[src/rtl/uart_pkg.sv]
// Shared UART definitions: receiver FSM states, parity selectors, default sizes
// and the 2-of-3 vote used by the oversampling receiver.
package uart_pkg;

    typedef enum logic [2:0] {
        IDLE,
        START,
        DATA,
        PARITY,
        STOP
    } rx_state_t;

    localparam logic PAR_EVEN = 1'b0;
    localparam logic PAR_ODD  = 1'b1;

    localparam int unsigned UART_WIDTH       = 8;
    localparam int unsigned UART_PRESCALE_WD = 6;

    function automatic logic maj3(input logic a, input logic b, input logic c);
        return (a & b) | (a & c) | (b & c);
    endfunction

endpackage

[src/rtl/uart_rx_if.sv]
// Receiver configuration and word-output bundle; master drives the line and
// configuration, slave is the receiver.
interface uart_rx_if
    import uart_pkg::*;
#(
    parameter int unsigned WIDTH       = UART_WIDTH,
    parameter int unsigned PRESCALE_WD = UART_PRESCALE_WD
);
    logic                   RX_IN;
    logic [PRESCALE_WD-1:0] Prescale;
    logic                   PAR_EN;
    logic                   PAR_TYP;
    logic [WIDTH-1:0]       P_DATA;
    logic                   DATA_VALID;
    logic                   PAR_ERR;
    logic                   STP_ERR;

    modport master (
        output RX_IN, Prescale, PAR_EN, PAR_TYP,
        input  P_DATA, DATA_VALID, PAR_ERR, STP_ERR
    );

    modport slave (
        input  RX_IN, Prescale, PAR_EN, PAR_TYP,
        output P_DATA, DATA_VALID, PAR_ERR, STP_ERR
    );
endinterface

[src/rtl/uart_rx_sampler.sv]
// Per-bit timing: edge counter, three mid-bit samples and the majority vote.
// Strobes are combinational and qualified by i_en (FSM out of IDLE).
module uart_rx_sampler
    import uart_pkg::*;
#(
    parameter int unsigned PRESCALE_WD = UART_PRESCALE_WD
) (
    input  logic                   clk,
    input  logic                   rst_n,
    input  logic                   i_en,
    input  logic [PRESCALE_WD-1:0] i_prescale,
    input  logic                   i_rx,
    output logic                   o_sample_done_c,
    output logic                   o_bit_val_c,
    output logic                   o_bit_end_c
);
    logic [PRESCALE_WD-1:0] r_edge_cnt;
    logic                   r_s0;
    logic                   r_s1;
    logic [PRESCALE_WD-1:0] w_half;
    logic [PRESCALE_WD-1:0] w_last;

    assign w_half = i_prescale >> 1;
    assign w_last = i_prescale - PRESCALE_WD'(1);

    // Counter parks at zero while idle so every frame starts aligned to its start edge
    always_ff @(posedge clk or negedge rst_n) begin
        if (!rst_n) begin
            r_edge_cnt <= '0;
            r_s0       <= 1'b0;
            r_s1       <= 1'b0;
        end else begin
            if (!i_en)
                r_edge_cnt <= '0;
            else if (r_edge_cnt == w_last)
                r_edge_cnt <= '0;
            else
                r_edge_cnt <= r_edge_cnt + PRESCALE_WD'(1);

            if (i_en && (r_edge_cnt == w_half - PRESCALE_WD'(1)))
                r_s0 <= i_rx;
            if (i_en && (r_edge_cnt == w_half))
                r_s1 <= i_rx;
        end
    end

    assign o_sample_done_c = i_en && (r_edge_cnt == w_half + PRESCALE_WD'(1));
    assign o_bit_val_c     = maj3(r_s0, r_s1, i_rx);
    assign o_bit_end_c     = i_en && (r_edge_cnt == w_last);

endmodule

[src/rtl/uart_rx.sv]
// UART receiver: synchronizer, frame FSM, LSB-first shift register, parity and
// stop checking, registered word/strobe outputs.
module uart_rx
    import uart_pkg::*;
#(
    parameter int unsigned WIDTH       = UART_WIDTH,
    parameter int unsigned PRESCALE_WD = UART_PRESCALE_WD
) (
    input  logic     CLK,
    input  logic     RST,
    uart_rx_if.slave bus
);
    localparam int unsigned CNT_W = (WIDTH > 1) ? $clog2(WIDTH) : 1;

    logic                   r_sync1, r_sync2;
    logic                   w_rx_s;
    rx_state_t              r_state, w_state_nxt;
    logic [PRESCALE_WD-1:0] r_prescale;
    logic                   r_par_en, r_par_typ;
    logic [WIDTH-1:0]       r_shift, w_shift_nxt;
    logic [CNT_W-1:0]       r_bit_cnt, w_bit_cnt_nxt;
    logic                   r_par_fail, w_par_fail_nxt;
    logic [WIDTH-1:0]       r_data, w_data_nxt;
    logic                   r_valid, w_valid_nxt;
    logic                   r_par_err, w_par_err_nxt;
    logic                   r_stp_err, w_stp_err_nxt;
    logic                   w_sample_done, w_bit_val, w_bit_end;

    assign w_rx_s = r_sync2;

    uart_rx_sampler #(.PRESCALE_WD(PRESCALE_WD)) u_sampler (
        .clk             (CLK),
        .rst_n           (RST),
        .i_en            (r_state != IDLE),
        .i_prescale      (r_prescale),
        .i_rx            (w_rx_s),
        .o_sample_done_c (w_sample_done),
        .o_bit_val_c     (w_bit_val),
        .o_bit_end_c     (w_bit_end)
    );

    // Configuration tracks the inputs only while idle, so it is frozen for the whole frame
    always_ff @(posedge CLK or negedge RST) begin
        if (!RST) begin
            r_sync1    <= 1'b1;
            r_sync2    <= 1'b1;
            r_state    <= IDLE;
            r_prescale <= '0;
            r_par_en   <= 1'b0;
            r_par_typ  <= 1'b0;
            r_shift    <= '0;
            r_bit_cnt  <= '0;
            r_par_fail <= 1'b0;
            r_data     <= '0;
            r_valid    <= 1'b0;
            r_par_err  <= 1'b0;
            r_stp_err  <= 1'b0;
        end else begin
            r_sync1    <= bus.RX_IN;
            r_sync2    <= r_sync1;
            r_state    <= w_state_nxt;
            if (r_state == IDLE) begin
                r_prescale <= bus.Prescale;
                r_par_en   <= bus.PAR_EN;
                r_par_typ  <= bus.PAR_TYP;
            end
            r_shift    <= w_shift_nxt;
            r_bit_cnt  <= w_bit_cnt_nxt;
            r_par_fail <= w_par_fail_nxt;
            r_data     <= w_data_nxt;
            r_valid    <= w_valid_nxt;
            r_par_err  <= w_par_err_nxt;
            r_stp_err  <= w_stp_err_nxt;
        end
    end

    always_comb begin
        w_state_nxt    = r_state;
        w_shift_nxt    = r_shift;
        w_bit_cnt_nxt  = r_bit_cnt;
        w_par_fail_nxt = r_par_fail;
        w_data_nxt     = r_data;
        w_valid_nxt    = 1'b0;
        w_par_err_nxt  = 1'b0;
        w_stp_err_nxt  = 1'b0;

        case (r_state)
            IDLE: begin
                if (!w_rx_s) begin
                    w_state_nxt    = START;
                    w_bit_cnt_nxt  = '0;
                    w_par_fail_nxt = 1'b0;
                end
            end
            START: begin
                if (w_sample_done && w_bit_val)
                    w_state_nxt = IDLE;
                else if (w_bit_end)
                    w_state_nxt = DATA;
            end
            DATA: begin
                if (w_sample_done)
                    w_shift_nxt = {w_bit_val, r_shift[WIDTH-1:1]};
                if (w_bit_end) begin
                    if (r_bit_cnt == CNT_W'(WIDTH - 1)) begin
                        w_bit_cnt_nxt = '0;
                        w_state_nxt   = r_par_en ? PARITY : STOP;
                    end else begin
                        w_bit_cnt_nxt = r_bit_cnt + CNT_W'(1);
                    end
                end
            end
            PARITY: begin
                if (w_sample_done && (((^r_shift) ^ r_par_typ) != w_bit_val))
                    w_par_fail_nxt = 1'b1;
                if (w_bit_end)
                    w_state_nxt = STOP;
            end
            STOP: begin
                // Leave at mid-stop-bit so an immediately following start edge is caught
                if (w_sample_done) begin
                    w_state_nxt   = IDLE;
                    w_stp_err_nxt = !w_bit_val;
                    w_par_err_nxt = r_par_fail;
                    if (w_bit_val && !r_par_fail) begin
                        w_data_nxt  = r_shift;
                        w_valid_nxt = 1'b1;
                    end
                end
            end
            default: w_state_nxt = IDLE;
        endcase
    end

    assign bus.P_DATA     = r_data;
    assign bus.DATA_VALID = r_valid;
    assign bus.PAR_ERR    = r_par_err;
    assign bus.STP_ERR    = r_stp_err;

endmodule

[src/flat_wrapper.sv]
// flat-port wrapper written by rule: the top's interface ports become plain ports
module uart_rx_flat import uart_pkg::*;
#(
    parameter int unsigned WIDTH       = UART_WIDTH,
    parameter int unsigned PRESCALE_WD = UART_PRESCALE_WD
)
  (CLK, RST, bus_RX_IN, bus_Prescale, bus_PAR_EN, bus_PAR_TYP, bus_P_DATA, bus_DATA_VALID, bus_PAR_ERR, bus_STP_ERR);
  uart_rx_if #(.WIDTH(WIDTH), .PRESCALE_WD(PRESCALE_WD)) bus_i ();
  input  logic CLK;
  input  logic RST;
  input wire logic [$bits(bus_i.RX_IN)-1:0] bus_RX_IN;
  input wire logic [$bits(bus_i.Prescale)-1:0] bus_Prescale;
  input wire logic [$bits(bus_i.PAR_EN)-1:0] bus_PAR_EN;
  input wire logic [$bits(bus_i.PAR_TYP)-1:0] bus_PAR_TYP;
  output wire logic [$bits(bus_i.P_DATA)-1:0] bus_P_DATA;
  output wire logic [$bits(bus_i.DATA_VALID)-1:0] bus_DATA_VALID;
  output wire logic [$bits(bus_i.PAR_ERR)-1:0] bus_PAR_ERR;
  output wire logic [$bits(bus_i.STP_ERR)-1:0] bus_STP_ERR;
  assign bus_i.RX_IN = bus_RX_IN;
  assign bus_i.Prescale = bus_Prescale;
  assign bus_i.PAR_EN = bus_PAR_EN;
  assign bus_i.PAR_TYP = bus_PAR_TYP;
  assign bus_P_DATA = bus_i.P_DATA;
  assign bus_DATA_VALID = bus_i.DATA_VALID;
  assign bus_PAR_ERR = bus_i.PAR_ERR;
  assign bus_STP_ERR = bus_i.STP_ERR;
  uart_rx #(.WIDTH(WIDTH), .PRESCALE_WD(PRESCALE_WD)) u_core (.CLK(CLK), .RST(RST), .bus(bus_i));
endmodule
[config.mk]
export PLATFORM = sky130hd
export DESIGN_NAME = uart_rx_flat
export DESIGN_NICKNAME = d
export VERILOG_FILES = /design/src/rtl/uart_pkg.sv /design/src/rtl/uart_rx_if.sv /design/src/rtl/uart_rx_sampler.sv /design/src/rtl/uart_rx.sv /design/src/flat_wrapper.sv
export SDC_FILE = /design/constraint.sdc
export NUM_CORES = 1
export LEC_CHECK = 0
export BUFFER_PORTS_ARGS = -buffer_cell sky130_fd_sc_hd__buf_2
export CORE_MARGIN = 2
export CORE_UTILIZATION = 25
export CTS_BUF_LIST = sky130_fd_sc_hd__clkbuf_2
export CTS_CLUSTER_DIAMETER = 200
export DETAILED_ROUTE_END_ITERATION = 16
export SKIP_LAST_GASP = 1
export SLEW_MARGIN = 20
export SYNTH_ARGS = -nofsm -noshare
export SYNTH_HDL_FRONTEND = slang
export SYNTH_SLANG_ARGS = --single-unit
[constraint.sdc]
create_clock -name CLK -period 4.6 [get_ports CLK]
set_input_delay 0.92 -clock CLK [delete_from_list [all_inputs] [get_ports CLK]]
set_output_delay 0.92 -clock CLK [all_outputs]
set_load 0.03 [all_outputs]
==> impl_metrics.py, run 1 <==
metrics = {
    "run_status": {
        "outcome": "finished clean",
    },
    "detailed_routing": {
        "drt-initial-drc-count": 115,
        "detail-route-antenna-nets": 0,
        "drt-pass1-iter-count": 4,
        "drt_wl_total_mm": 4.54,
        "wl_per_cell_um": 11.9,
        "drc_errors": 0,
        "route.vias.total": 1639,
        "route.detailed.vias_per_inst": 4.29,
    },
    "synth": {
        "synth.cell_area_um2": 2380,
        "synth_top_family_by_area": "simple AND/OR/NAND/NOR gates",
        "synth_xor_area_frac": 0.128,
        "yosysSeqAreaShare": 0.463,
        "dominantRegCellSynth": "dfrtp_1",
        "synth_compound_gate_area_share": 0.0882,
        "synth.distinct_cells": 40,
        "post_synth_and_or_nand_nor_area_fraction": 0.163,
        "postSynthCellCount": 233,
        "synth-edff-count": 0,
        "ys_seq_elements": 44,
        "syn_area_per_cell_um2": 10.2,
        "synth_fp_nets": 251,
        "yosys-mux-area-fraction": 0.0851,
        "synthArstFlopShare": 1.00,
        "yosys.area_share.adder": 0.0368,
        "synthesis.yosys.warnings": 0,
    },
    "clock_tree": {
        "worst_skew_late_latency_ns": 0.42,
        "cts_inserted_buffers": 5,
        "clock_sinks": 44,
        "cts_post_setup_buffers_inserted": 0,
        "cts.htree.levels": 2,
        "post_cts_resize_count": 0,
        "tritoncts": "done",
        "cell_at_the_root_of_the_clock_tree": "clkbuf_2",
        "ctsLongestPathBuffers": 2,
        "cts.hold.buffers_added": 0,
        "path_clk_slew_ns": 0.24,
    },
    "global_route": {
        "total_congestion_overflow_after_global_routing": 0,
        "global_route.usage.met3": 0.0193,
        "grt_util_met2": 0.147,
        "met1_usage_grt": 0.135,
        "gr_busiest_metal": "met2",
        "globalRouteTotalUtil": 0.0981,
        "initial_antenna_violation_count": 1,
        "wire_length_of_the_first_global_routing_pass_mm": 7.95,
        "number_of_global_route_vias_before_repair": 1627,
        "pin_count_of_the_biggest_net_entering_global_routing": 45,
    },
    "floorplan": {
        "chipHeight_um": 102,
        "floorplan.initialDensity": 0.258,
        "placeableCoreArea_um2": 9240,
        "die_width_um": 102,
        "placement_rows": 35,
        "dieArea_um2": 10300,
        "ios": 22,
    },
    "timing": {
        "setup_tns_ns": 0,
        "max_clock_freq_mhz": 347,
        "fin_skew_ns": 0.0193,
        "hold_violations": 0,
        "final_max_slew_viol_count": 0,
        "worst-slew-pin-transition_ns": 0.600,
        "grt_setup_unrepaired": "no",
        "min_period_over_period": 0.627,
        "fin_crit_ns": 2.88,
        "setup_viol": 0,
        "relSlewSlack": 0.597,
    },
    "finish": {
        "fillCellCount": 976,
        "areaGrowthSynthToFinish_pct": 12.8,
        "final_layout_size_suffix_gt1_frac": 0.230,
        "nNetsFinal": 269,
    },
    "hold_path": {
        "min_path_cells": 0,
        "worstHoldStart": "u_core.r_sync1",
        "worst_hold_path.endpoint": "u_core.r_sync2",
        "hp-class": "flop to flop",
    },
    "run": {
        "cap_viol_max_count": 0,
    },
    "critical_path": {
        "timing.setup.critical_path_class": "flop to flop",
        "timing.critical_path.to_type": "flop",
        "critPathRequiredTime_ns": 4.92,
        "timing.reg2reg.setup_slack_ns": 1.72,
        "arrival_worst_endpoint_ns": 3.21,
        "timing.rr.end": "u_core.bus.P_DATA[2]",
        "launch_instance_of_the_worst_register_to_register_path": "u_core.r_prescale[2]",
        "cp_max_fo": 11,
        "timing.critical_path.from_type": "flop",
        "worst_reg_to_reg_cells": 8,
    },
    "pwr": {
        "vdd_ir_drop_max_v": 0.000154,
        "total_power_mw": 1.51,
        "p_leak_nw": 1.23,
        "pwr_density_cell_nw_per_um2": 560,
    },
    "placement": {
        "input_output_buffers": 21,
        "gp_congestion": 0.901,
        "hpwl_mm": 3.28,
    },
}
[sequential cells by signal, indices dropped and copies added, names as in the netlist, 3 cells and up]
signal and count:
u_core.u_sampler.r_edge_cnt 6, u_core.r_shift 8, u_core.r_bit_cnt 3, u_core.bus.P_DATA 8, u_core.r_prescale 6, u_core.r_state 3
[worst max path at each step]
stage	slack, ns	cells after the start	from	to
2_1_floorplan	1.96	9	u_core.r_prescale[2]	u_core.bus.P_DATA[0]
3_3_place_gp	1.84	8	u_core.r_prescale[2]	u_core.bus.P_DATA[2]
3_5_place_dp	1.74	8	u_core.r_prescale[2]	u_core.bus.P_DATA[5]
4_1_cts	1.70	8	u_core.r_prescale[2]	u_core.bus.P_DATA[3]
5_1_grt	1.45	8	u_core.r_prescale[2]	u_core.bus.P_DATA[5]
6_report	1.72	8	u_core.r_prescale[2]	u_core.bus.P_DATA[2]
[per-stage QoR]
| stage | cells | hold WS (ns) | worst slack, ns | area, um^2 | utilization |
|---|---|---|---|---|---|
| global placement | 373 | 0.346 | 1.84 | 2610 | 0.282 |
| global route | 382 | 0.385 | 1.45 | 2690 | 0.291 |
| finish | 382 | 0.372 | 1.72 | 2690 | 0.291 |
| floorplan | 233 | 0.345 | 1.96 | 2380 | - |
| CTS | 381 | 0.375 | 1.70 | 2680 | 0.290 |
| detailed placement | 373 | 0.349 | 1.74 | 2610 | 0.282 |
[critical path, stage by stage (launching register included)]
cell	delay [ns]
dfrtp_1	0.60
inv_1	0.14
ha_1	0.31
xnor2_1	0.18
o21ai_0	0.14
nor3_2	0.22
nand4_2	0.23
nor4_4	0.58
mux2_2	0.40
[routing by layer]
| metal | up-vias | routed length, um |
|---|---|---|
| met3 | 10 | 146 |
| met2 | 28 | 2010 |
| met4 | 0 | 116 |
| met1 | 769 | 2270 |
| met5 | - | 0 |
| li1 | 832 | - |
[power by group]
part / switching [mW] / internal (mW) / leakage, nW / total (mW)
Combinational: 0.349 / 0.307 / 0.614 / 0.656
Sequential: 0.152 / 0.469 / 0.577 / 0.621
Clock: 0.134 / 0.0937 / 0.0396 / 0.228
[synth_stat cells, types with 6 or more instances]
cell	number	area, um^2
nand3_1	7	35.0
clkbuf_1	9	33.8
mux2_2	18	203
inv_1	8	30.0
xnor2_1	20	175
dfrtp_1	42	1050
ha_1	7	87.6
xor2_1	13	114
nor2_1	13	48.8
o21ai_0	14	70.1
nand2_1	32	120
nor3_1	6	30.0
[cell type report]
class	count	area (um^2)	share of cell area
clock buffers	5	25.0	0.00932
inverters	8	30.0	0.0112
flip-flops and latches	44	1100	0.411
multi-input cells	169	1190	0.445
diodes	1	2.50	0.000932
well taps	129	161	0.0601
clock inverters	3	46.3	0.0172
repair buffers	23	123	0.0456
[logic make-up (layout without fill, tap and decap cells)]
family / Yosys count / after routing
compound gates: 33 / 33
xor+xnor: 34 / 34
fa+ha+maj: 7 / 7
buf+inv: 20 / 39
flops: 44 / 44
mux: 18 / 18
other cells: 0 / 1
simple gates: 77 / 77
[layout by cell type, fill, tap and decap left out, drive strengths merged, types with 9 or more instances in the layout]
cell type   n
dfrtp      42
nand2      32
buf        23
xnor2      20
mux2       18
o21ai      14
xor2       14
nor2       13
inv         9
Power figures use the tool's default switching activity.
==> inputs of run 2 (changes only) <==
Clock period 4.6 ns to 2.9 ns, I/O delays scaled along.
==> impl_metrics.py, run 2 (same netlist as run 1, synthesis figures left out) <==
metrics = {
    "detailed_routing": {
        "route.detailed.vias_per_inst": 4.41,
        "drt-pass1-iter-count": 4,
        "detail-route-antenna-nets": 0,
        "route.vias.total": 1696,
        "drt-initial-drc-count": 114,
        "drc_errors": 0,
        "drt_wl_total_mm": 4.75,
        "wl_per_cell_um": 12.3,
    },
    "pwr": {
        "power_frac_comb": 0.458,
        "power_frac_clock": 0.150,
        "p_int_mw": 1.40,
        "p_sw_frac": 0.423,
        "power.share.sequential": 0.392,
        "total_power_mw": 2.42,
        "vdd_ir_drop_max_v": 0.000285,
        "pwr_density_cell_nw_per_um2": 895,
        "netSwitchingPower_mw": 1.02,
        "p_leak_nw": 1.24,
    },
    "global_route": {
        "total_congestion_overflow_after_global_routing": 0,
        "pin_count_of_the_biggest_net_entering_global_routing": 45,
        "wire_length_of_the_first_global_routing_pass_mm": 8.53,
        "number_of_global_route_vias_before_repair": 1784,
        "initial_antenna_violation_count": 1,
        "globalRouteTotalUtil": 0.104,
    },
    "clock_tree": {
        "cell_at_the_root_of_the_clock_tree": "clkbuf_2",
        "tritoncts": "done",
        "cts.htree.levels": 2,
        "worst_skew_late_latency_ns": 0.43,
        "clock_sinks": 44,
        "cts.hold.buffers_added": 0,
        "cts_post_setup_buffers_inserted": 0,
        "post_cts_resize_count": 0,
        "ctsLongestPathBuffers": 2,
        "cts_inserted_buffers": 5,
        "path_clk_slew_ns": 0.23,
    },
    "critical_path": {
        "timing.reg2reg.setup_slack_ns": 0.28,
        "critical_path.n_buffers_inverters": 1,
        "timing.setup.critical_path_class": "flop to flop",
        "critical_path.slowest_cell": "dfrtp_1",
        "timing.critical_path.cells": "inv_1, ha_1, xnor2_1, o21ai_0, nor3_2, and4_2, nand3_1, mux2_2",
        "critPathRequiredTime_ns": 3.23,
        "worst_reg_to_reg_cells": 8,
        "critical_path.max_stage_delay_ns": 0.50,
        "cp_max_fo": 8,
        "launch_instance_of_the_worst_register_to_register_path": "u_core.r_prescale[1]",
        "timing.critical_path.to_type": "flop",
        "critical_path_depth": 8,
        "gate_family_responsible_for_the_most_delay_along_the_worst_path": "simple AND/OR/NAND/NOR gates",
        "timing.critical_path.from_type": "flop",
        "timing.rr.end": "u_core.r_shift[1]",
        "arrival_worst_endpoint_ns": 2.95,
    },
    "run_status": {
        "outcome": "finished clean",
    },
    "placement": {
        "hpwl_mm": 3.42,
        "gp_congestion": 0.909,
        "place_ws_ns": 0.326,
        "input_output_buffers": 21,
    },
    "timing": {
        "hold_violations": 0,
        "setup_tns_ns": 0,
        "min_period_over_period": 0.902,
        "final_max_slew_viol_count": 0,
        "relSlewSlack": 0.369,
        "setup_viol": 0,
        "grt_setup_unrepaired": "no",
        "fin_skew_ns": 0.0175,
        "worst-slew-pin-transition_ns": 0.947,
        "worst_slack_ns": 0.284,
        "fin_crit_ns": 2.62,
        "max_clock_freq_mhz": 382,
    },
    "finish": {
        "final_layout_size_suffix_gt1_frac": 0.239,
        "multi_input_area_um2": 1190,
        "layout.area.seq_um2": 1100,
        "final_cell_mix": "dfrtp_1 (42), nand2_1 (32), buf_2 (21)",
        "nNetsFinal": 272,
        "mostFrequentLayoutCell": "dfrtp_1",
        "areaGrowthSynthToFinish_pct": 13.6,
        "fillCellCount": 981,
    },
    "hold_path": {
        "worstHoldStart": "bus_RX_IN",
        "worst_hold_path.endpoint": "u_core.r_sync1",
        "hp-class": "input pin to flop",
        "min_path_cells": 1,
    },
    "floorplan": {
        "floorplan.initialDensity": 0.258,
        "dieArea_um2": 10300,
        "chipHeight_um": 102,
        "ios": 22,
        "placeableCoreArea_um2": 9240,
        "placement_rows": 35,
        "die_width_um": 102,
    },
    "run": {
        "cap_viol_max_count": 0,
    },
}
[run 2: per-layer routing]
layer	global-route usage	up-vias	routed length, um
li1	-	837	-
met1	0.137	819	2200
met2	0.161	33	2270
met3	0.0214	7	176
met4	0.0541	0	104
met5	0	-	0
[run 2: worst max-delay path by stage]
| stage | startpoint | end | slack [ns] |
|---|---|---|---|
| CTS | u_core.r_prescale[1] | u_core.bus.P_DATA[3] | 0.27 |
| floorplan | u_core.r_prescale[2] | u_core.bus.P_DATA[0] | 0.26 |
| global placement | u_core.r_prescale[1] | u_core.bus.P_DATA[2] | 0.41 |
| detailed placement | u_core.r_prescale[1] | u_core.bus.P_DATA[0] | 0.33 |
| global route | u_core.r_prescale[1] | u_core.bus.P_DATA[3] | 0.05 |
| finish | u_core.r_prescale[1] | u_core.r_shift[1] | 0.28 |
[run 2: final cells by class]
type	instances	area share
diodes	1	0.000925
clock buffers	5	0.00925
clock inverters	3	0.0171
inverters	8	0.0111
multi-input cells	169	0.442
flip-flops and latches	44	0.408
well taps	129	0.0596
repair buffers	26	0.0527
[run 2: power by group through the flow]
stage	clock network (mW)	registers [mW]	logic (mW)
after global placement	0	0.957	1.09
after floorplan	0	0.859	0.986
final	0.363	0.950	1.11
after global routing	0.409	0.980	1.25
after CTS	0.383	0.951	1.11
after detailed placement	0	0.965	1.10
[run 2: stage by stage]
stage	std cells	util	hold WS, ns	instance area, um^2
after CTS	384	0.293	0.198	2700
after global routing	385	0.293	0.181	2710
after floorplan	233	-	0.284	2380
after global placement	376	0.285	0.347	2630
after detailed placement	376	0.285	0.348	2630
final	385	0.293	0.231	2710
